File: config.mk
export PLATFORM = sky130hd
export DESIGN_NAME = rgb_to_grey_stream_flat
export DESIGN_NICKNAME = d
export VERILOG_FILES = /design/src/rtl/rgb_to_grey_stream_pkg.sv /design/src/rtl/rgb_to_grey_stream_if.sv /design/src/rtl/rgb_to_grey_stream_grey_weight_calc.sv /design/src/rtl/rgb_to_grey_stream.sv /design/src/flat_wrapper.sv
export SDC_FILE = /design/constraint.sdc
export NUM_CORES = 1
export LEC_CHECK = 0
export ABC_AREA = 0
export ABC_CLOCK_PERIOD_IN_PS = 3900
export CAP_MARGIN = 0
export CORE_ASPECT_RATIO = 0.8
export CORE_UTILIZATION = 55
export CTS_BUF_LIST = sky130_fd_sc_hd__clkbuf_4 sky130_fd_sc_hd__clkbuf_8
export DETAILED_ROUTE_END_ITERATION = 8
export HOLD_SLACK_MARGIN = 0.15
export PLACE_DENSITY = 0.82
export SLEW_MARGIN = 40
export SYNTH_ARGS = -nofsm -noshare
export SYNTH_HDL_FRONTEND = slang
export SYNTH_SLANG_ARGS = --single-unit
File: constraint.sdc
create_clock -name clk -period 3.9 [get_ports clk]
set_input_delay 0.39 -clock clk [delete_from_list [all_inputs] [get_ports clk]]
set_output_delay 0.39 -clock clk [all_outputs]
set_load 0.02 [all_outputs]
File: src/rtl/rgb_to_grey_stream_pkg.sv
// Shared constants for the streaming RGB-to-grey converter: default sizes,
// channel weights, rounding constants and mode encodings.
package rgb_to_grey_stream_pkg;

  localparam int PIXEL_WIDTH_DEF  = 8;
  localparam int TOTAL_PIXELS_DEF = 65536;

  localparam int W601_R = 77;
  localparam int W601_G = 150;
  localparam int W601_B = 29;
  localparam int WAVG_R = 85;
  localparam int WAVG_G = 86;
  localparam int WAVG_B = 85;

  localparam int ROUND_HALF = 128;
  localparam int SHIFT      = 8;

  typedef enum logic [1:0] {
    MODE_LUMA = 2'd0,
    MODE_AVG  = 2'd1,
    MODE_MAX  = 2'd2,
    MODE_RSVD = 2'd3
  } mode_e;

endpackage

File: src/rtl/rgb_to_grey_stream_if.sv
// Pixel stream bus: RGB input beat with mode, grey output beat with frame markers.
interface rgb_to_grey_stream_if #(
  parameter int PIXEL_WIDTH = 8,
  parameter int CNT_W       = 16
);
  logic                   in_valid_i;
  logic                   in_ready_o;
  logic [PIXEL_WIDTH-1:0] r_i;
  logic [PIXEL_WIDTH-1:0] g_i;
  logic [PIXEL_WIDTH-1:0] b_i;
  logic [1:0]             mode_i;
  logic                   out_valid_o;
  logic                   out_ready_i;
  logic [PIXEL_WIDTH-1:0] grey_o;
  logic                   eof_o;
  logic [CNT_W-1:0]       pix_cnt_o;
  logic [15:0]            frame_cnt_o;

  modport slave (
    input  in_valid_i, r_i, g_i, b_i, mode_i, out_ready_i,
    output in_ready_o, out_valid_o, grey_o, eof_o, pix_cnt_o, frame_cnt_o
  );

  modport master (
    output in_valid_i, r_i, g_i, b_i, mode_i, out_ready_i,
    input  in_ready_o, out_valid_o, grey_o, eof_o, pix_cnt_o, frame_cnt_o
  );
endinterface

File: src/rtl/rgb_to_grey_stream_grey_weight_calc.sv
// Combinational arithmetic for the converter: weighted products / channel max
// (feeds S2), and round + saturate of the product sum (feeds S3).
module grey_weight_calc
  import rgb_to_grey_stream_pkg::*;
#(
  parameter int PIXEL_WIDTH = PIXEL_WIDTH_DEF
) (
  input  logic [PIXEL_WIDTH-1:0]        r_i,
  input  logic [PIXEL_WIDTH-1:0]        g_i,
  input  logic [PIXEL_WIDTH-1:0]        b_i,
  input  logic [1:0]                    mode_i,
  output logic [2:0][PIXEL_WIDTH+7:0]   prod_o,
  output logic [PIXEL_WIDTH-1:0]        max_o,
  output logic                          is_max_o,
  input  logic [2:0][PIXEL_WIDTH+7:0]   prod_i,
  input  logic [PIXEL_WIDTH-1:0]        max_i,
  input  logic                          is_max_i,
  output logic [PIXEL_WIDTH-1:0]        grey_o
);
  localparam int PW    = PIXEL_WIDTH;
  localparam int PRODW = PW + 8;
  localparam int SUMW  = PW + 10;
  localparam logic [SUMW-1:0] MAXV = SUMW'((1 << PW) - 1);

  logic [2:0][7:0]   w;
  logic [SUMW-1:0]   sum;
  logic [SUMW-1:0]   shifted;

  // Reserved mode falls through to luma weights.
  always_comb begin
    w = {8'(W601_B), 8'(W601_G), 8'(W601_R)};
    if (mode_e'(mode_i) == MODE_AVG) w = {8'(WAVG_B), 8'(WAVG_G), 8'(WAVG_R)};
    prod_o[0] = PRODW'(r_i) * PRODW'(w[0]);
    prod_o[1] = PRODW'(g_i) * PRODW'(w[1]);
    prod_o[2] = PRODW'(b_i) * PRODW'(w[2]);
    max_o = r_i;
    if (g_i > max_o) max_o = g_i;
    if (b_i > max_o) max_o = b_i;
    is_max_o = (mode_e'(mode_i) == MODE_MAX);
  end

  always_comb begin
    sum     = SUMW'(prod_i[0]) + SUMW'(prod_i[1]) + SUMW'(prod_i[2]) + SUMW'(ROUND_HALF);
    shifted = sum >> SHIFT;
    if (is_max_i)             grey_o = max_i;
    else if (shifted > MAXV)  grey_o = '1;
    else                      grey_o = shifted[PW-1:0];
  end

endmodule

File: src/rtl/rgb_to_grey_stream.sv
// Three-stage RGB-to-grey stream with global-enable backpressure and an
// output pixel/frame counter that flags the last pixel of each frame.
module rgb_to_grey_stream
  import rgb_to_grey_stream_pkg::*;
#(
  parameter int PIXEL_WIDTH  = PIXEL_WIDTH_DEF,
  parameter int TOTAL_PIXELS = TOTAL_PIXELS_DEF,
  parameter int CNT_W        = (TOTAL_PIXELS > 1) ? $clog2(TOTAL_PIXELS) : 1
) (
  input logic                 clk,
  input logic                 rst,
  rgb_to_grey_stream_if.slave s
);
  localparam int STAGES = 3;
  localparam int PW     = PIXEL_WIDTH;
  localparam int PRODW  = PW + 8;
  localparam logic [CNT_W-1:0] LAST = CNT_W'(TOTAL_PIXELS - 1);

  logic                  en;
  logic [STAGES:1]       vld_pipe_q, vld_pipe_d;
  logic [PW-1:0]         r_q, r_d, g_q, g_d, b_q, b_d;
  logic [1:0]            mode_q, mode_d;
  logic [2:0][PRODW-1:0] prod_q, prod_d, prod_c;
  logic [PW-1:0]         max_q, max_d, max_c;
  logic                  is_max_q, is_max_d, is_max_c;
  logic [PW-1:0]         grey_q, grey_d, grey_c;
  logic [CNT_W-1:0]      pix_cnt_q, pix_cnt_d;
  logic [15:0]           frame_cnt_q, frame_cnt_d;

  grey_weight_calc #(.PIXEL_WIDTH(PW)) u_calc (
    .r_i      (r_q),
    .g_i      (g_q),
    .b_i      (b_q),
    .mode_i   (mode_q),
    .prod_o   (prod_c),
    .max_o    (max_c),
    .is_max_o (is_max_c),
    .prod_i   (prod_q),
    .max_i    (max_q),
    .is_max_i (is_max_q),
    .grey_o   (grey_c)
  );

  // One enable stalls the whole pipe; S3 refills in the cycle it drains.
  always_comb begin
    en          = ~vld_pipe_q[STAGES] | s.out_ready_i;
    vld_pipe_d  = vld_pipe_q;
    r_d         = r_q;
    g_d         = g_q;
    b_d         = b_q;
    mode_d      = mode_q;
    prod_d      = prod_q;
    max_d       = max_q;
    is_max_d    = is_max_q;
    grey_d      = grey_q;
    pix_cnt_d   = pix_cnt_q;
    frame_cnt_d = frame_cnt_q;
    if (en) begin
      vld_pipe_d = {vld_pipe_q[STAGES-1:1], s.in_valid_i};
      r_d        = s.r_i;
      g_d        = s.g_i;
      b_d        = s.b_i;
      mode_d     = s.mode_i;
      prod_d     = prod_c;
      max_d      = max_c;
      is_max_d   = is_max_c;
      grey_d     = grey_c;
    end
    if (vld_pipe_q[STAGES] && s.out_ready_i) begin
      if (pix_cnt_q == LAST) begin
        pix_cnt_d   = '0;
        frame_cnt_d = frame_cnt_q + 16'd1;
      end else begin
        pix_cnt_d   = pix_cnt_q + CNT_W'(1);
      end
    end
  end

  always_ff @(posedge clk) begin
    if (rst) begin
      vld_pipe_q  <= '0;
      r_q         <= '0;
      g_q         <= '0;
      b_q         <= '0;
      mode_q      <= '0;
      prod_q      <= '0;
      max_q       <= '0;
      is_max_q    <= 1'b0;
      grey_q      <= '0;
      pix_cnt_q   <= '0;
      frame_cnt_q <= '0;
    end else begin
      vld_pipe_q  <= vld_pipe_d;
      r_q         <= r_d;
      g_q         <= g_d;
      b_q         <= b_d;
      mode_q      <= mode_d;
      prod_q      <= prod_d;
      max_q       <= max_d;
      is_max_q    <= is_max_d;
      grey_q      <= grey_d;
      pix_cnt_q   <= pix_cnt_d;
      frame_cnt_q <= frame_cnt_d;
    end
  end

  assign s.in_ready_o  = en;
  assign s.out_valid_o = vld_pipe_q[STAGES];
  assign s.grey_o      = grey_q;
  assign s.eof_o       = vld_pipe_q[STAGES] & (pix_cnt_q == LAST);
  assign s.pix_cnt_o   = pix_cnt_q;
  assign s.frame_cnt_o = frame_cnt_q;

endmodule

File: src/flat_wrapper.sv
// flat-port wrapper written by rule: the top's interface ports become plain ports
module rgb_to_grey_stream_flat import rgb_to_grey_stream_pkg::*;
#(
  parameter int PIXEL_WIDTH  = PIXEL_WIDTH_DEF,
  parameter int TOTAL_PIXELS = TOTAL_PIXELS_DEF,
  parameter int CNT_W        = (TOTAL_PIXELS > 1) ? $clog2(TOTAL_PIXELS) : 1
)
  (clk, rst, s_in_valid_i, s_r_i, s_g_i, s_b_i, s_mode_i, s_out_ready_i, s_in_ready_o, s_out_valid_o, s_grey_o, s_eof_o, s_pix_cnt_o, s_frame_cnt_o);
  rgb_to_grey_stream_if #(.PIXEL_WIDTH(PIXEL_WIDTH), .CNT_W(CNT_W)) s_i ();
  input logic clk;
  input logic rst;
  input wire logic [$bits(s_i.in_valid_i)-1:0] s_in_valid_i;
  input wire logic [$bits(s_i.r_i)-1:0] s_r_i;
  input wire logic [$bits(s_i.g_i)-1:0] s_g_i;
  input wire logic [$bits(s_i.b_i)-1:0] s_b_i;
  input wire logic [$bits(s_i.mode_i)-1:0] s_mode_i;
  input wire logic [$bits(s_i.out_ready_i)-1:0] s_out_ready_i;
  output wire logic [$bits(s_i.in_ready_o)-1:0] s_in_ready_o;
  output wire logic [$bits(s_i.out_valid_o)-1:0] s_out_valid_o;
  output wire logic [$bits(s_i.grey_o)-1:0] s_grey_o;
  output wire logic [$bits(s_i.eof_o)-1:0] s_eof_o;
  output wire logic [$bits(s_i.pix_cnt_o)-1:0] s_pix_cnt_o;
  output wire logic [$bits(s_i.frame_cnt_o)-1:0] s_frame_cnt_o;
  assign s_i.in_valid_i = s_in_valid_i;
  assign s_i.r_i = s_r_i;
  assign s_i.g_i = s_g_i;
  assign s_i.b_i = s_b_i;
  assign s_i.mode_i = s_mode_i;
  assign s_i.out_ready_i = s_out_ready_i;
  assign s_in_ready_o = s_i.in_ready_o;
  assign s_out_valid_o = s_i.out_valid_o;
  assign s_grey_o = s_i.grey_o;
  assign s_eof_o = s_i.eof_o;
  assign s_pix_cnt_o = s_i.pix_cnt_o;
  assign s_frame_cnt_o = s_i.frame_cnt_o;
  rgb_to_grey_stream #(.PIXEL_WIDTH(PIXEL_WIDTH), .TOTAL_PIXELS(TOTAL_PIXELS), .CNT_W(CNT_W)) u_core (.clk(clk), .rst(rst), .s(s_i));
endmodule
==> flow_summary.yaml <==
synth:
  avgSynthCellArea_um2: 8.453
  yosysSeqAreaShare_pct: 24.88
  synth-async-reset-ratio_pct: 0
  synth_cell_types: 61
  synth_ff_type: "dfxtp_1"
  synth_edf_count: 0
  synth_area_leaders: "dfxtp_1, ha_1, fa_1"
  synth_top_area_share_pct: 24.88
  ys_warn_count: 0
  synth_area_mm2: 0.01006
  ys_seq_elements: 125
  syn_inst: 1190
  yosys.area.top_type: "dfxtp_1"
detailed_routing:
  firstDrtPassIters: 5
  drc_errors: 0
  wl_mm: 27.73
  via_per_inst: 5.733
  ant_nets: 0
  avgRoutedWirePerCell_um: 17.87
  vias: 8898
  drt_iter0_drc: 729
floorplanning:
  pin_count: 73
  start_util_pct: 57.18
  die-area_mm2: 0.01884
  rows: 43
  die_y_um: 123.0
  core_area_mm2: 0.01759
  die_w_um: 153.2
grt:
  grt_max_degree: 85
  grt_usage_pct: 28.25
  grt_pass1_vias: 8653
  antenna_found_initial: 0
  grt_pass1_wl_mm: 41.61
  overflow: 0
finish:
  area_growth_pct: 22.89
  fill_cells: 1255
  num_antenna_cells: 0
  drive_gt1_share_pct: 14.32
  nets: 1568
  final_util_pct: 70.27
job:
  cap_violations: 0
timing:
  max_slew_margin_pct: 52.01
  post-route-min-period_ps: 4131
  finalSetupViolCount: 13
  clock.fmax_mhz: 242.1
  setup_slack_ps: -230.7
  finClkSkew_ps: 10.82
  drv_slew: 0
  finalCritPeriodShare_pct: 105.9
  hold_violations: 0
  worst_pin_slew_ps: 713.2
  rsz0062_at_grt: "true"
power:
  p_leak_nw: 5.965
  power.total_mw: 5.444
  max-vdd-ir-drop_uv: 269.1
  power.density_mw_per_mm2: 440.4
placement:
  gp_congestion: 0.9861
  io_buffer_count: 72
  dp_hpwl_mm: 19.06
  pre_cts_ws_ps: -169.9
min_path:
  worstHoldPathType: "in -> reg"
cts:
  cts_tree: "built"
  clk_latency_ps: 450
  cts-hold-fix-buffers: 0
  cts_root_buf: "clkbuf_8"
  cts_buffers: 17
  cts_buffer_depth: 2
  cts_sinks: 125
  clk_transition_reported_paths_ps: 70
  cts.htree.levels: 4
critical_path:
  cp.arrival_ps: 4490
  cp.required_ps: 4260
  path_class: "reg -> reg"
  end_kind: "flip-flop"
  path_max_fanout: 7
  crit_path_start_kind: "flip-flop"
outcome:
  violations: "negative setup slack"
  status: "complete, but fails checks"
[per-stage QoR]
step	hold slack, ps	cell area (um2)	cells	TNS, ps
2_1_floorplan	431.9	10120	1196	0
3_3_place_gp	430.8	11380	1506	-143.4
3_5_place_dp	435.3	11380	1506	-954.5
4_1_cts	201.2	11940	1539	-30.87
5_1_grt	224.8	12360	1552	-3587
6_report	225.4	12360	1552	-1492
[critical path: stages (launching register included)]
cell      delay (ps)
dfxtp_2          340
nor2b_4          240
buf_12           170
mux2i_4          220
fa_1             470
fa_1             520
inv_2             40
fa_1             520
ha_4             210
o211ai_1         210
o21ai_1          130
o21a_1           230
buf_4            150
o22ai_1          200
xor2_1           110
a211oi_1         250
[cell type report]
| type | instances | area [um2] | share of cell area [%] |
|---|---|---|---|
| flip-flops and latches | 125 | 2507 | 20.28 |
| clock buffers | 20 | 269.0 | 2.176 |
| multi-input cells | 864 | 7236 | 58.53 |
| repair buffers | 140 | 1286 | 10.40 |
| inverters | 166 | 623.1 | 5.040 |
| clock inverters | 12 | 158.9 | 1.285 |
| well taps | 225 | 281.5 | 2.277 |
[state kept, by name (all words and copies together) (netlist names)]
name and count:
u_core.max_q 8, u_core.mode_q 2, u_core.s.grey_o 8, u_core.prod_q 47, u_core.s.frame_cnt_o 16, u_core.is_max_q 1, u_core.g_q 8, u_core.vld_pipe_q 3
u_core.b_q 8, u_core.s.pix_cnt_o 16, u_core.r_q 8
[logic make-up after synthesis]
kind of cell    Yosys count  synth area share (%)
flops                   125                 24.88
fa+ha+maj               224                 31.89
buf+inv                 207                 7.774
other cells               2               0.07465
compound gates          209                 12.97
simple gates            351                 15.90
mux                      19                 1.903
xor+xnor                 53                 4.614
[Yosys cell counts, types with 10 or more instances]
cell type	n
xor2_1	36
and3_1	10
dfxtp_1	125
inv_1	165
nor3_1	23
mux2i_1	18
fa_1	54
a21oi_1	89
clkbuf_1	35
nand2_1	167
and2_1	15
o21ai_0	33
a21o_1	11
xnor2_1	17
ha_1	170
nand3_1	20
nor2_1	70
[metal layers]
metal	share of wire, %	global-route usage, %	up-vias
li1	-	-	4205
met1	43	35.74	4218
met2	46	46.97	390
met3	8.4	7.921	85
met4	2.9	8.902	0
met5	0	0	-
[power breakdown]
| part | leakage (nW) | switching (mW) | total (mW) | internal [mW] |
|---|---|---|---|---|
| logic | 4.72 | 1.48 | 2.67 | 1.19 |
| clock network | 0.213 | 0.558 | 1.23 | 0.677 |
| registers | 1.03 | 0.104 | 1.54 | 1.43 |
| total | 5.96 | 2.14 | 5.44 | 3.30 |
[final timing paths]
kind | startpoint | endpoint | slack, ps | cells after the start
worst max-delay path | u_core.mode_q[0] | u_core.prod_q[29] | -230 | 15
worst min-delay path | rst | u_core.prod_q[44] | 230 | 2
worst max register to register | u_core.mode_q[0] | u_core.prod_q[29] | -230 | 15
worst min register to register | u_core.s.grey_o[1] | u_core.s.grey_o[1] | 450 | 2
[layout by cell type (no fill, tap or decap), types with 5 or more instances in the layout]
cell type,n
o21bai_1,5
inv_2,12
dfxtp_1,121
o21ai_0,16
inv_1,154
a21oi_2,7
and3_1,10
conb_1,8
nor2_1,64
nor3_1,23
nand2_1,167
o21ai_1,14
nand4_1,7
or2_2,7
a211oi_1,7
a221o_1,8
a21o_1,11
fa_1,53
nor2b_1,7
nand3_1,20
a21oi_1,79
mux2i_1,12
buf_4,62
and2_1,15
ha_4,10
xnor2_1,16
clkbuf_8,19
xor2_1,35
clkdlybuf4s50_1,71
ha_1,157
o221ai_1,6
o21a_1,9
[what timing repair did]
item                       4_1_cts  5_1_grt
setup endpoints to repair       15       27
resized for setup               25       76
cloned                           0        1
setup buffers                    1       12
hold endpoints to repair         0        0
pin swaps                       11       73
No activity file was read; power rests on OpenSTA's default activity.
